$ cat config.mk
export PLATFORM = sky130hd
export DESIGN_NAME = adsr_log_env
export DESIGN_NICKNAME = d
export VERILOG_FILES = /design/src/rtl/adsr_log_env.sv
export SDC_FILE = /design/constraint.sdc
export NUM_CORES = 2
export LEC_CHECK = 0
export CORE_MARGIN = 10
export CORE_UTILIZATION = 50
export CTS_CLUSTER_DIAMETER = 40
export DETAILED_ROUTE_END_ITERATION = 8
export PLACE_DENSITY = 0.72
export REMOVE_ABC_BUFFERS = 1
export SETUP_SLACK_MARGIN = 0.1
export SYNTH_ARGS = -nofsm -noshare
export SYNTH_HDL_FRONTEND = slang
export SYNTH_SLANG_ARGS = --single-unit
export TNS_END_PERCENT = 20
$ cat constraint.sdc
create_clock -name clk -period 25.1 [get_ports clk]
set_clock_uncertainty 0.05 [all_clocks]
set_input_delay 6.275 -clock clk [delete_from_list [all_inputs] [get_ports clk]]
set_output_delay 6.275 -clock clk [all_outputs]
set_load 0.01 [all_outputs]
$ cat src/rtl/adsr_log_env.sv
// adsr_log_env: ADSR envelope generator with exponential-style segments.
// Each ATTACK/DECAY/RELEASE step computes next = base + (env * coef) / 2^WIDTH,
// which saturates at 2^WIDTH-1. All updates happen on clk edges with ce=1.
// Ports:
//   clk, rst          - clock, synchronous active-high reset
//   ce                - sample tick; the envelope advances only when ce=1
//   gate              - note-on level
//   *_coef / *_base   - per-phase fractional multiplier and additive term
//   sustain_level     - level held in SUSTAIN; changes are followed live
//   envelope          - registered envelope value
//   state             - IDLE=0, ATTACK=1, DECAY=2, SUSTAIN=3, RELEASE=4
//   busy              - state != IDLE
//   env_valid         - one-cycle pulse after each ce update
module adsr_log_env #(
    parameter int unsigned      WIDTH         = 24,
    parameter logic [WIDTH-1:0] ATTACK_TARGET = {WIDTH{1'b1}},
    parameter logic [WIDTH-1:0] DECAY_EPS     = WIDTH'(256),
    parameter logic [WIDTH-1:0] RELEASE_FLOOR = WIDTH'(256)
) (
    input  logic             clk,
    input  logic             rst,
    input  logic             ce,
    input  logic             gate,
    input  logic [WIDTH-1:0] attack_coef,
    input  logic [WIDTH-1:0] decay_coef,
    input  logic [WIDTH-1:0] release_coef,
    input  logic [WIDTH-1:0] attack_base,
    input  logic [WIDTH-1:0] decay_base,
    input  logic [WIDTH-1:0] release_base,
    input  logic [WIDTH-1:0] sustain_level,
    output logic [WIDTH-1:0] envelope,
    output logic [2:0]       state,
    output logic             busy,
    output logic             env_valid
);

    localparam int unsigned PW = 2 * WIDTH;

    typedef enum logic [2:0] {
        S_IDLE    = 3'd0,
        S_ATTACK  = 3'd1,
        S_DECAY   = 3'd2,
        S_SUSTAIN = 3'd3,
        S_RELEASE = 3'd4
    } state_e;

    state_e           state_q, state_d;
    logic [WIDTH-1:0] env_q, env_d;
    logic             busy_q;
    logic             valid_q;

    logic [WIDTH-1:0] coef_c, base_c, step_c;
    logic [PW-1:0]    prod_c;
    logic [WIDTH:0]   sum_c;
    logic             decay_hit_c;
    state_e           atk_state_c, rel_state_c;
    logic [WIDTH-1:0] atk_env_c, rel_env_c;

    // Pick the phase whose step applies on this ce: a gate change selects the
    // phase being entered, so one multiplier serves every transition.
    always_comb begin
        coef_c = attack_coef;
        base_c = attack_base;
        case (state_q)
            S_ATTACK:  if (!gate) begin coef_c = release_coef; base_c = release_base; end
            S_DECAY:   if (gate) begin coef_c = decay_coef; base_c = decay_base; end
                       else begin coef_c = release_coef; base_c = release_base; end
            S_SUSTAIN: begin coef_c = release_coef; base_c = release_base; end
            S_RELEASE: if (!gate) begin coef_c = release_coef; base_c = release_base; end
            default:   ;
        endcase
    end

    // Shared step datapath with saturation on overflow of the WIDTH+1-bit sum.
    always_comb begin
        prod_c = PW'(env_q) * PW'(coef_c);
        sum_c  = {1'b0, base_c} + {1'b0, prod_c[PW-1:WIDTH]};
        step_c = sum_c[WIDTH] ? {WIDTH{1'b1}} : sum_c[WIDTH-1:0];
    end

    // Outcomes of an attack step and of a release step, including thresholds.
    always_comb begin
        atk_state_c = S_ATTACK;
        atk_env_c   = step_c;
        rel_state_c = S_RELEASE;
        rel_env_c   = step_c;
        if (step_c >= ATTACK_TARGET) begin
            atk_state_c = S_DECAY;
            atk_env_c   = ATTACK_TARGET;
        end
        if (step_c <= RELEASE_FLOOR) begin
            rel_state_c = S_IDLE;
            rel_env_c   = '0;
        end
        decay_hit_c = ({1'b0, step_c} <= ({1'b0, sustain_level} + (WIDTH+1)'(DECAY_EPS)));
    end

    // Next-state / next-envelope; gate changes take precedence over thresholds.
    always_comb begin
        state_d = state_q;
        env_d   = env_q;
        if (ce) begin
            case (state_q)
                S_IDLE: begin
                    if (gate) begin
                        state_d = atk_state_c;
                        env_d   = atk_env_c;
                    end else begin
                        env_d = '0;
                    end
                end
                S_ATTACK: begin
                    if (!gate) begin
                        state_d = rel_state_c;
                        env_d   = rel_env_c;
                    end else begin
                        state_d = atk_state_c;
                        env_d   = atk_env_c;
                    end
                end
                S_DECAY: begin
                    if (!gate) begin
                        state_d = rel_state_c;
                        env_d   = rel_env_c;
                    end else if (decay_hit_c) begin
                        state_d = S_SUSTAIN;
                        env_d   = sustain_level;
                    end else begin
                        env_d = step_c;
                    end
                end
                S_SUSTAIN: begin
                    if (!gate) begin
                        state_d = rel_state_c;
                        env_d   = rel_env_c;
                    end else begin
                        env_d = sustain_level;
                    end
                end
                S_RELEASE: begin
                    if (gate) begin
                        state_d = atk_state_c;
                        env_d   = atk_env_c;
                    end else begin
                        state_d = rel_state_c;
                        env_d   = rel_env_c;
                    end
                end
                default: begin
                    // Unreachable encodings recover to a silent IDLE.
                    state_d = S_IDLE;
                    env_d   = '0;
                end
            endcase
        end
    end

    // State and output registers.
    always_ff @(posedge clk) begin
        if (rst) begin
            state_q <= S_IDLE;
            env_q   <= '0;
            busy_q  <= 1'b0;
            valid_q <= 1'b0;
        end else begin
            state_q <= state_d;
            env_q   <= env_d;
            busy_q  <= (state_d != S_IDLE);
            valid_q <= ce;
        end
    end

    assign envelope  = env_q;
    assign state     = state_q;
    assign busy      = busy_q;
    assign env_valid = valid_q;

endmodule

Yosys cells after proc, flatten, opt, wreduce, memory -nomap -nowiden
Cells that the tools add are included.
{ "totals": {"inputBits": 172, "word_cells": 41, "ff_bits": 29, "output_inout_bits": 29} }
{ "classes": {"mux": 24, "n_eq_ne": 4, "n_addsub": 2, "order_cmp": 3, "multipliers": 1, "reduce_logical": 3} }
{ "ops": {"columns": ["operator", "count"], "rows": [
  ["two-way mux 24 bit", 12],
  ["case mux 24 bit (3 select lines)", 2],
  ["case mux 24 bit (4 select lines)", 1],
  ["multiplier 24 x 24 -> 48 bit", 1],
  ["adder 24 x 24 -> 25 bit", 1],
  ["adder 24 x 9 -> 25 bit, second input constant", 1],
  ["less-or-equal comparator 24 x 25 -> 1 bit", 1],
  [">= comparator 24 bit, second input constant", 1],
  ["less-or-equal comparator 24 x 9 -> 1 bit, second input constant", 1],
  ["two-way mux 3 bit", 7],
  ["case mux 3 bit (4 select lines)", 1],
  ["== test 3 x 2 -> 1 bit, second input constant", 2],
  ["== test 3 x 1 -> 1 bit, second input constant", 1],
  ["== test 3 bit, second input constant", 1],
  ["zero test 3 bit", 1],
  ["nonzero test 3 bit", 1],
  ["two-way mux 2 bit", 1],
  ["OR reduction 2 bit", 1]
]} }

Logic depth before layout (Yosys ltp)
{ "depth": {"ltp_word": 12, "ltp_mapped": 54} }

Worst setup path before layout
No wires, ideal clock.
{ "synth_path": {"path_type": "input-to-reg", "start": "input port gate", "end": "register env_q[7] (netlist: envelope[7])", "path_buffers": 6, "setup_ns": 0.123, "cell_stages": 52, "setup_slack_ns": 6.595, "arrival_ns": 18.332, "cell_sequence": "clkbuf_2 > or3_2 > a22oi_1 > clkbuf_1 > buf_1 > a22oi_1 > nand2_1 > clkbuf_1 > nand2_1 > fa_1 > inv_1 > fa_1 > inv_1 > fa_1 > inv_1 > fa_1 > inv_1 > fa_1 > (+16 left out) > and3_1 > o31ai_1 > a21oi_1 > a41oi_1 > and2_1 > clkbuf_1 > nand2_1 > ha_1 > a2111oi_0 > nand2_1 > o22ai_1 > nand4_1 > a41oi_1 > clkbuf_1 > nand2_1 > o21ai_0 > a2bb2oi_1 > o31ai_1"} }
{ "synth_between": {"elab_chain_cells": 9, "elab_cells_between_ends": 20} }
{ "synth_lines": {"columns": ["item", "line", "text"], "rows": [
  ["start, declared", "23", "input logic gate,"],
  ["two-way mux 24 bit (on tied branches)", "65, 69, 66", null],
  ["case mux 24 bit (3 select lines)", "64", "case (state_q)"],
  ["multiplier 24 x 24 -> 48 bit", "76", "prod_c = PW'(env_q) * PW'(coef_c);"],
  ["adder 24 x 24 -> 25 bit", "77", "sum_c = {1'b0, base_c} + {1'b0, prod_c[PW-1:WIDTH]};"],
  ["two-way mux 24 bit", "78", "step_c = sum_c[WIDTH] ? {WIDTH{1'b1}} : sum_c[WIDTH-1:0];"],
  ["less-or-equal comparator 24 x 25 -> 1 bit (tied with other cells)", "95", "decay_hit_c = ({1'b0, step_c} <= ({1'b0, sustain_level} + (WIDTH+1)'(DECAY_EPS)));"],
  ["two-way mux 24 bit (on tied branches)", "125, 87, 91", null],
  ["two-way mux 24 bit (on tied branches)", null, null],
  ["case mux 24 bit (4 select lines) *", "103", "case (state_q)"],
  ["end signal, assigned", "167", "env_q <= env_d;"],
  ["end, declared", "48", "logic [WIDTH-1:0] env_q, env_d;"]
]} }
Mark *: on every way between the ends. The rest lies on a longest branch, timed or not.
A chain may end at the register's enable or synchronous reset.

Worst setup path in the final report
{ "layout_path": {"start": "input port gate", "end": "register env_q[14] (netlist: envelope[14])"} }
Same word-level chain as after synthesis.

==> impl_metrics.json <==
{
  "status": "finished clean",
  "syn-mean-instance-area_um2": 8.35,
  "drcViolationCount": 0,
  "cp_data_arrival_time_ns": 21.80,
  "yosys_warnings": 0,
  "post-route-period-util_pct": 86.2,
  "clockBufferDepth": 2,
  "overflow": 0,
  "post_synth_num_cell_types": 79,
  "fmaxAchievable_mhz": 46.2,
  "final-setup-viol-count": 0,
  "crit_type": "primary input to flop",
  "synth-seq-area-share_pct": 2.51,
  "final_max_slew_viol_count": 0,
  "core_area_um2": 45600,
  "dr.first_iter.drc_count": 1639,
  "worstSkewPairLatency_ns": 0.29,
  "critPathSlowestCell": "a22oi_2",
  "min_to": "envelope[7]",
  "grt_start_max_net_pins": 33,
  "detail_route.vias_per_cell": 5.75,
  "die-area_um2": 55300,
  "ys_seq_elements": 29,
  "cp-start-kind": "primary input",
  "first_pass_grt_wire_length_um": 120000,
  "synth_largest_area_cell": "fa_1",
  "syn_to_final_growth_pct": 11.8,
  "critical_path_sink_type": "flop",
  "vias": 20100,
  "post-route-min-period_ns": 21.62,
  "postSynthCellCount": 2769,
  "synth-edff-count": 0,
  "clock-sinks": 29,
  "hold_path.class": "flop to flop",
  "cap_violations": 0,
  "commonest_cells_post_synth": "597 x inv_1, 482 x fa_1, 429 x nand2_1",
  "hp-start": "envelope[7]",
  "holdBufCountCts": 0,
  "grt_antenna_before_repair": 2,
  "num_io_pins": 201,
  "hold_violations": 0,
  "die_h_um": 235,
  "routedWlPerCell_um": 21.4,
  "worst_setup_hold_path_clk_slew_ns": 0.05,
  "die_x_um": 235,
  "start_util_pct": 50.8,
  "worstPathMaxFanout": 32,
  "clock_tree.htree_level_count": 2,
  "clock-root-buffer": "clkbuf_16",
  "route.antenna.remaining_nets": 0,
  "worst_path_largest_cell_delay_ns": 0.85,
  "worst_hold_stages": 2,
  "worstReg2RegStart": "state[0]",
  "grt_pass1_vias": 21900,
  "drt_wl_total_um": 74600,
  "io_buffers": 200,
  "tightest_slew_ns": 1.15,
  "worstSetupStartpoint": "gate",
  "cts_tree": "built",
  "r2r_setup_slack_ns": 9.79,
  "timing.rr.end": "envelope[14]",
  "async_s_r_ff_share_synth_pct": 0,
  "drt-pass1-iter-count": 6,
  "netlist_area_um2": 23100,
  "synth_top_area_share_pct": 41.7,
  "ys_dominant_reg_cell": "dfxtp_1",
  "drive_gt1_share_pct": 2.77,
  "ys_top_cells_by_area": "fa_1 42%, ha_1 12%, inv_1 9.7%, and2_1 7.2%, nand2_1 7.0%",
  "worst_slew_margin_rel_pct": 22.9,
  "grt_usage_pct": 26.9,
  "cts.repair_timing.setup_buffer_count": 0,
  "cts_made_buffers": 5,
  "cp_top_delay_family": "compound AO/OA/AOI/OAI gates",
  "fin_tns_setup_ns": 0,
  "row_cnt": 78,
  "place_congestion": 0.970,
  "grt_setup_unrepaired": "no",
  "yosysMostFrequentCell": "inv_1",
  "reg2reg_depth": 43,
  "post_cts_resize_count": 0,
  "path_buf_inv": 6,
  "dp.final_hpwl_um": 57900,
  "path_common_cell": "fa_1",
  "worst_ep_required_time_ns": 25.27,
  "final_net_count": 3760
}
==> area by class of cell <==
class	instances	area, um^2
clock inverters	1	5.00
diodes	1	2.50
clock buffers	7	153
multi-input cells	2010	19800
inverters	598	2250
repair buffers	243	2320
flip-flops and latches	29	581
fillers	4121	19700
well taps	600	751
==> sequential cells by signal (all words and copies together) (netlist names) <==
signal     flops
env_valid      1
state          3
envelope      24
busy           1
==> stage by stage <==
stage               instances  hold WS, ns  utilization, %  instance area (um^2)  setup WS, ns
finish                   3489        0.422            56.8                 25900          3.48
global route             3488        0.461            56.8                 25900          2.67
CTS                      3488        0.425            56.8                 25900          3.74
detailed placement       3480        0.413            56.4                 25700          3.49
global placement         3480        0.402            56.4                 25700          3.92
floorplan                2637        0.666               -                 22600          5.02
==> metal layers <==
| metal | vias up | part of all wire, % | global-route usage [%] |
|---|---|---|---|
| met5 | - | 0.013 | 0 |
| met4 | 2 | 3.7 | 9.01 |
| met3 | 173 | 9.8 | 6.48 |
| met2 | 992 | 48 | 45.0 |
| met1 | 10100 | 39 | 33.4 |
| li1 | 8838 | - | - |
==> worst min-delay path, stage by stage, from the launching register on <==
cell and delay [ns]:
dfxtp_1 0.32, a2bb2oi_1 0.07, o31ai_1 0.05
==> worst max path at each step <==
stage,cells past startpoint,slack (ns),to
global route,44,2.67,envelope[14]
detailed placement,44,3.49,envelope[14]
finish,44,3.48,envelope[14]
floorplan,43,5.02,envelope[23]
CTS,44,3.74,envelope[14]
global placement,44,3.92,envelope[19]
==> logic make-up after synthesis <==
| family | after synthesis | synth area share (%) |
|---|---|---|
| simple gates | 913 | 19.4 |
| buf+inv | 730 | 12.0 |
| fa+ha+maj | 701 | 53.6 |
| compound gates | 340 | 10.4 |
| xor+xnor | 51 | 1.93 |
| flops | 29 | 2.51 |
| mux | 5 | 0.216 |
==> cell usage in the layout, fill, tap and decap left out, types with 29 or more instances in the layout <==
| cell | n |
|---|---|
| buf_4 | 43 |
| a222oi_1 | 34 |
| nand2_1 | 429 |
| a22oi_1 | 30 |
| and2_1 | 267 |
| a21oi_1 | 80 |
| nor2_1 | 65 |
| inv_1 | 597 |
| o21ai_0 | 50 |
| fa_1 | 482 |
| dfxtp_1 | 29 |
| ha_1 | 219 |
| clkdlybuf4s50_1 | 200 |
Power is left out: the tool's default activity adds up to more than one toggle a clock period on the data nets, which glitch-free logic cannot reach.
==> RTL edit 1: new RTL, same settings <==
`WIDTH`: 24 -> 28.
--- a/src/rtl/adsr_log_env.sv
+++ b/src/rtl/adsr_log_env.sv
@@ -14,3 +14,3 @@
 module adsr_log_env #(
-    parameter int unsigned      WIDTH         = 24,
+    parameter int unsigned      WIDTH         = 28,
     parameter logic [WIDTH-1:0] ATTACK_TARGET = {WIDTH{1'b1}},
Interface: changed (8 resized); port bits go from 201 to 233. No check against the original RTL was run, so the function may have changed too.
==> RTL edit 1 against the unedited design <==
- setup slack better by 0.29 ns
- cell count is 36% higher
- sequential share of layout area is 0.31 points lower
- routed wire length is 25% higher
- area after synthesis is 35% higher
- register-to-register slack worse by 0.51 ns
- sequential cell count is 4 higher
- count of clock-buffer cells in the layout is 1 lower
- critical path depth is 5 higher
- cell area is 34% higher
- critical path type unchanged
Power is left out: the tool's default activity adds up to more than one toggle a clock period on the data nets, which glitch-free logic cannot reach.
==> RTL edit 1: results (changes against the unedited design) <==
dominant cells by area after synthesis=fa_1 43%, ha_1 11%, inv_1 9.7%; port buffer count=232 (+16%); vias=26500 (+32%); share of cells above drive strength 1=3.52% (+0.75 points); largest net degree at the start of global routing=55 (+67%); DR pass1 iterations=7 (+1); Total GRT Usage=25.7% (-1.2 points); delay of the slowest cell on the worst path=1.02 ns (+0.17 ns); status=completed; max reg flops=28 (+17%); crit path DAT=21.48 ns (-0.32 ns); most frequent cells after synthesis=804 x inv_1, 674 x fa_1, 573 x nand2_1; critical path peak fanout=54 (+69%); initial antenna violation count=3 (+1); Max stage delay cell, worst path=o21ai_2; gpl congestion=0.940 (-3.1%); Final nets=5027 (+34%); first-pass GRT wire length=151000 um (+26%); Detailed Route WL=93500 um (+25%); vias in the first global route=28000 (+28%); post-synthesis cell type count=87 (+10%); placed instance area=34400 um^2 (+34%); dominant cell type by area after synthesis=fa_1; post-synthesis sequential area ratio=2.12% (-0.39 points); drt first-iter violations=1997 (+22%); dpl hpwl=73600 um (+27%); Worst slew margin=14.5% (-8.4 points); hold bufs inserted after CTS=0 (unchanged)
RTL edit 1: cell count changes in the layout (fill, tap and decap cells not counted), sizes merged, moves of 22 or more:
cell,unedited run,this run
a21oi,80,125
a22oi,31,55
inv,598,805
and2,272,373
o21ai,53,148
buf,43,65
clkdlybuf4s50,200,232
ha,219,263
fa,482,674
nor2,66,100
a222oi,34,9
nand2,429,573
RTL edit 1: final cells by class:
| type | count | area [um^2] |
|---|---|---|
| inverters | 805 | 3020 |
| fillers | 5745 | 27300 |
| multi-input cells | 2748 | 26900 |
| clock buffers | 6 | 129 |
| repair buffers | 297 | 2810 |
| flip-flops and latches | 33 | 668 |
| well taps | 837 | 1050 |
| diodes | 2 | 5.00 |
| clock inverters | 2 | 10.0 |
RTL edit 1: logic make-up (layout without fill, tap and decap cells):
| group | after synthesis | in the layout | synth area share (%) |
|---|---|---|---|
| adders and majority gates | 937 | 937 | 53.8 |
| other | 0 | 2 | 0 |
| DFF | 33 | 33 | 2.12 |
| muxes | 5 | 5 | 0.160 |
| buffers and inverters | 1010 | 1110 | 12.3 |
| xor gates and xnor gates | 60 | 60 | 1.68 |
| and+or+nand+nor | 1236 | 1236 | 19.6 |
| AOI/OAI and AO/OA | 510 | 510 | 10.3 |
RTL edit 1: final timing paths:
path              slack (ns)           end    startpoint  cells after the start
hold / removal          0.44  envelope[14]  envelope[14]                      2
setup reg to reg        9.28  envelope[17]      state[1]                     49
hold reg to reg         0.44  envelope[14]  envelope[14]                      2
setup / recovery        3.77  envelope[17]          gate                     49
RTL edit 1: routing by layer:
metal,global-route usage (%),up-vias,routed length [um]
met5,0,-,28
met4,9.06,4,3480
met3,4.53,213,7280
met2,43.5,1116,45200
met1,32.6,13300,37500
li1,-,11800,-
RTL edit 1: per-stage QoR:
step                      worst slack [ns]  hold WS (ns)  utilization [%]  cells
after floorplan                       4.48         0.657                -   3586
after global placement                3.98         0.430             55.7   4720
after detailed placement              3.71         0.437             55.7   4720
after CTS                             3.96         0.446             55.9   4728
after global routing                  2.83         0.471             55.9   4728
final                                 3.77         0.444             55.9   4730
RTL edit 1: worst max-delay path: cells and delay by family:
family / cells / cell delay (ns)
AO/OA/AOI/OAI: 17 / 5.44
adder cells (fa/ha/maj): 10 / 4.47
AND/OR/NAND/NOR: 14 / 3.35
buffers and inverters: 7 / 1.74
XOR/XNOR: 1 / 0.13
==> RTL edit 2: new RTL, same flow settings <==
Made on the original files. Reset style: asynchronous (`rst`), changed in one clocked block. Comments in the files are not updated.
--- a/src/rtl/adsr_log_env.sv
+++ b/src/rtl/adsr_log_env.sv
@@ -158,3 +158,3 @@
     // State and output registers.
-    always_ff @(posedge clk) begin
+    always_ff @(posedge clk or posedge rst) begin
         if (rst) begin
Formal check against the unedited RTL: not equivalent (a bounded check fails within 4 cycles, from zero or initial values and one cycle with rst high; the reset may be asserted at any time).
==> RTL edit 2 against the unedited design <==
- the flow now finishes with violations (DRC)
- setup slack improved by 0.31 ns
- cell area rose by 1.9%
- sequential cell count did not move
- area after synthesis rose by 1.4%
- synthesized cell count rose by 3.1%
- routed wire length rose by 8.7%
- non-clock buffer count rose by 13
- count of clock-buffer cells in the layout fell by 1
- critical endpoint is now envelope[10]
- largest cell class unchanged
- highest routed layer unchanged
Power is not shown: default switching activity piles up to over one toggle a cycle in this logic, so the estimate is an artifact.
==> RTL edit 2: results (changes against the unedited design) <==
initial antenna violation count=1 (-1); final-layout fill cell count=4235 (+2.8%); dpl hpwl=63100 um (+9.0%); antenna fix cells=0 (-1); Signal buffers=256 (+5.3%); Worst slew margin=20.2% (-2.7 points); global routing usage on met3=5.67% (-0.81 points); Clock Buffer Count=6 (-1); mean area per synthesized cell=8.22 um^2 (-1.6%); Max stage delay cell, worst path=nor2_2; vias in the first global route=22600 (+3.2%); CTS H-tree lvls=2 (unchanged); nonclk inv count=578 (-3.3%); Worst-Skew Late Latency=0.28 ns; share of cells above drive strength 1=3.35% (+0.58 points); GRT met1 Usage=35.0% (+1.7 points); DR pass1 iterations=8 (+2); most frequent cells after synthesis=566 x inv_1, 482 x fa_1, 428 x nand2_1; Async S/R FF share, synth=100% (+100 points); clk tree area frac=0.669% (+0.060 points); post-synthesis sequential area ratio=3.09% (+0.58 points); multi-input combinational area share=76.3% (-0.28 points); dominant cells by area after synthesis=fa_1 41%, ha_1 12%, inv_1 9.1%; R2R depth=45 (+4.7%); XOR/XNOR Fraction of Synth Area=2.31% (+0.38 points); Total GRT Usage=28.7% (+1.8 points); delay of the slowest cell on the worst path=0.88 ns (+0.03 ns); Worst Setup EP=envelope[10]; post-synthesis mux area share=0.368% (+0.15 points); drt first-iter violations=1745 (+6.5%); first-pass GRT wire length=127000 um (+6.0%); gpl congestion=0.944 (-2.6%); vias=21100 (+5.3%); #MultiIn Comb=2110 (+5.0%); largest net degree at the start of global routing=57 (+73%); Detailed Route WL=81200 um (+8.7%); Final nets=3853 (+2.5%); wire length on met3=7560 um (+3.3%); met2 WL=38700 um (+8.9%); status=finished, violations left; main flop type after synthesis=dfrtp_1; Synth Area in Compound Gates=12.7% (+2.3 points); Max Root-Sink Buffers=2 (unchanged); port buffer count=200 (unchanged); Synth Area in Adders=52.8% (-0.75 points); Residual DRC=1 (+1); crit path DAT=21.41 ns (-0.39 ns); routed vias/inst=5.89 (+2.4%); worst flop-to-flop path startpoint=state[2]; met1 WL=31000 um (+7.0%); Top Layer Used=met5; failing checks=DRC; post-synthesis cell type count=77 (-2.5%); met2 usage=48.7% (+3.7 points); Signal buf overhead=9.19% (+0.20 points); critical path peak fanout=38 (+19%); FF+latch area=727 um^2 (+25%); Seq cells=29 (unchanged)
RTL edit 2: worst min-delay path by stage:
stage | start | end | slack [ns] | cells after the start
final | envelope[21] | envelope[21] | 0.46 | 2
after global routing | envelope[21] | envelope[21] | 0.48 | 2
after CTS | envelope[21] | envelope[21] | 0.46 | 2
after detailed placement | envelope[21] | envelope[21] | 0.44 | 2
after global placement | envelope[21] | envelope[21] | 0.46 | 2
after floorplan | state[1] | state[1] | 0.71 | 2
RTL edit 2: stage by stage:
| stage | setup WS [ns] | cell area (um^2) | hold WS (ns) |
|---|---|---|---|
| 6_report | 3.79 | 26400 | 0.457 |
| 5_1_grt | 2.86 | 26400 | 0.480 |
| 4_1_cts | 3.83 | 26400 | 0.460 |
| 3_5_place_dp | 3.58 | 26200 | 0.444 |
| 3_3_place_gp | 4.06 | 26200 | 0.460 |
| 2_1_floorplan | 4.49 | 22900 | 0.706 |
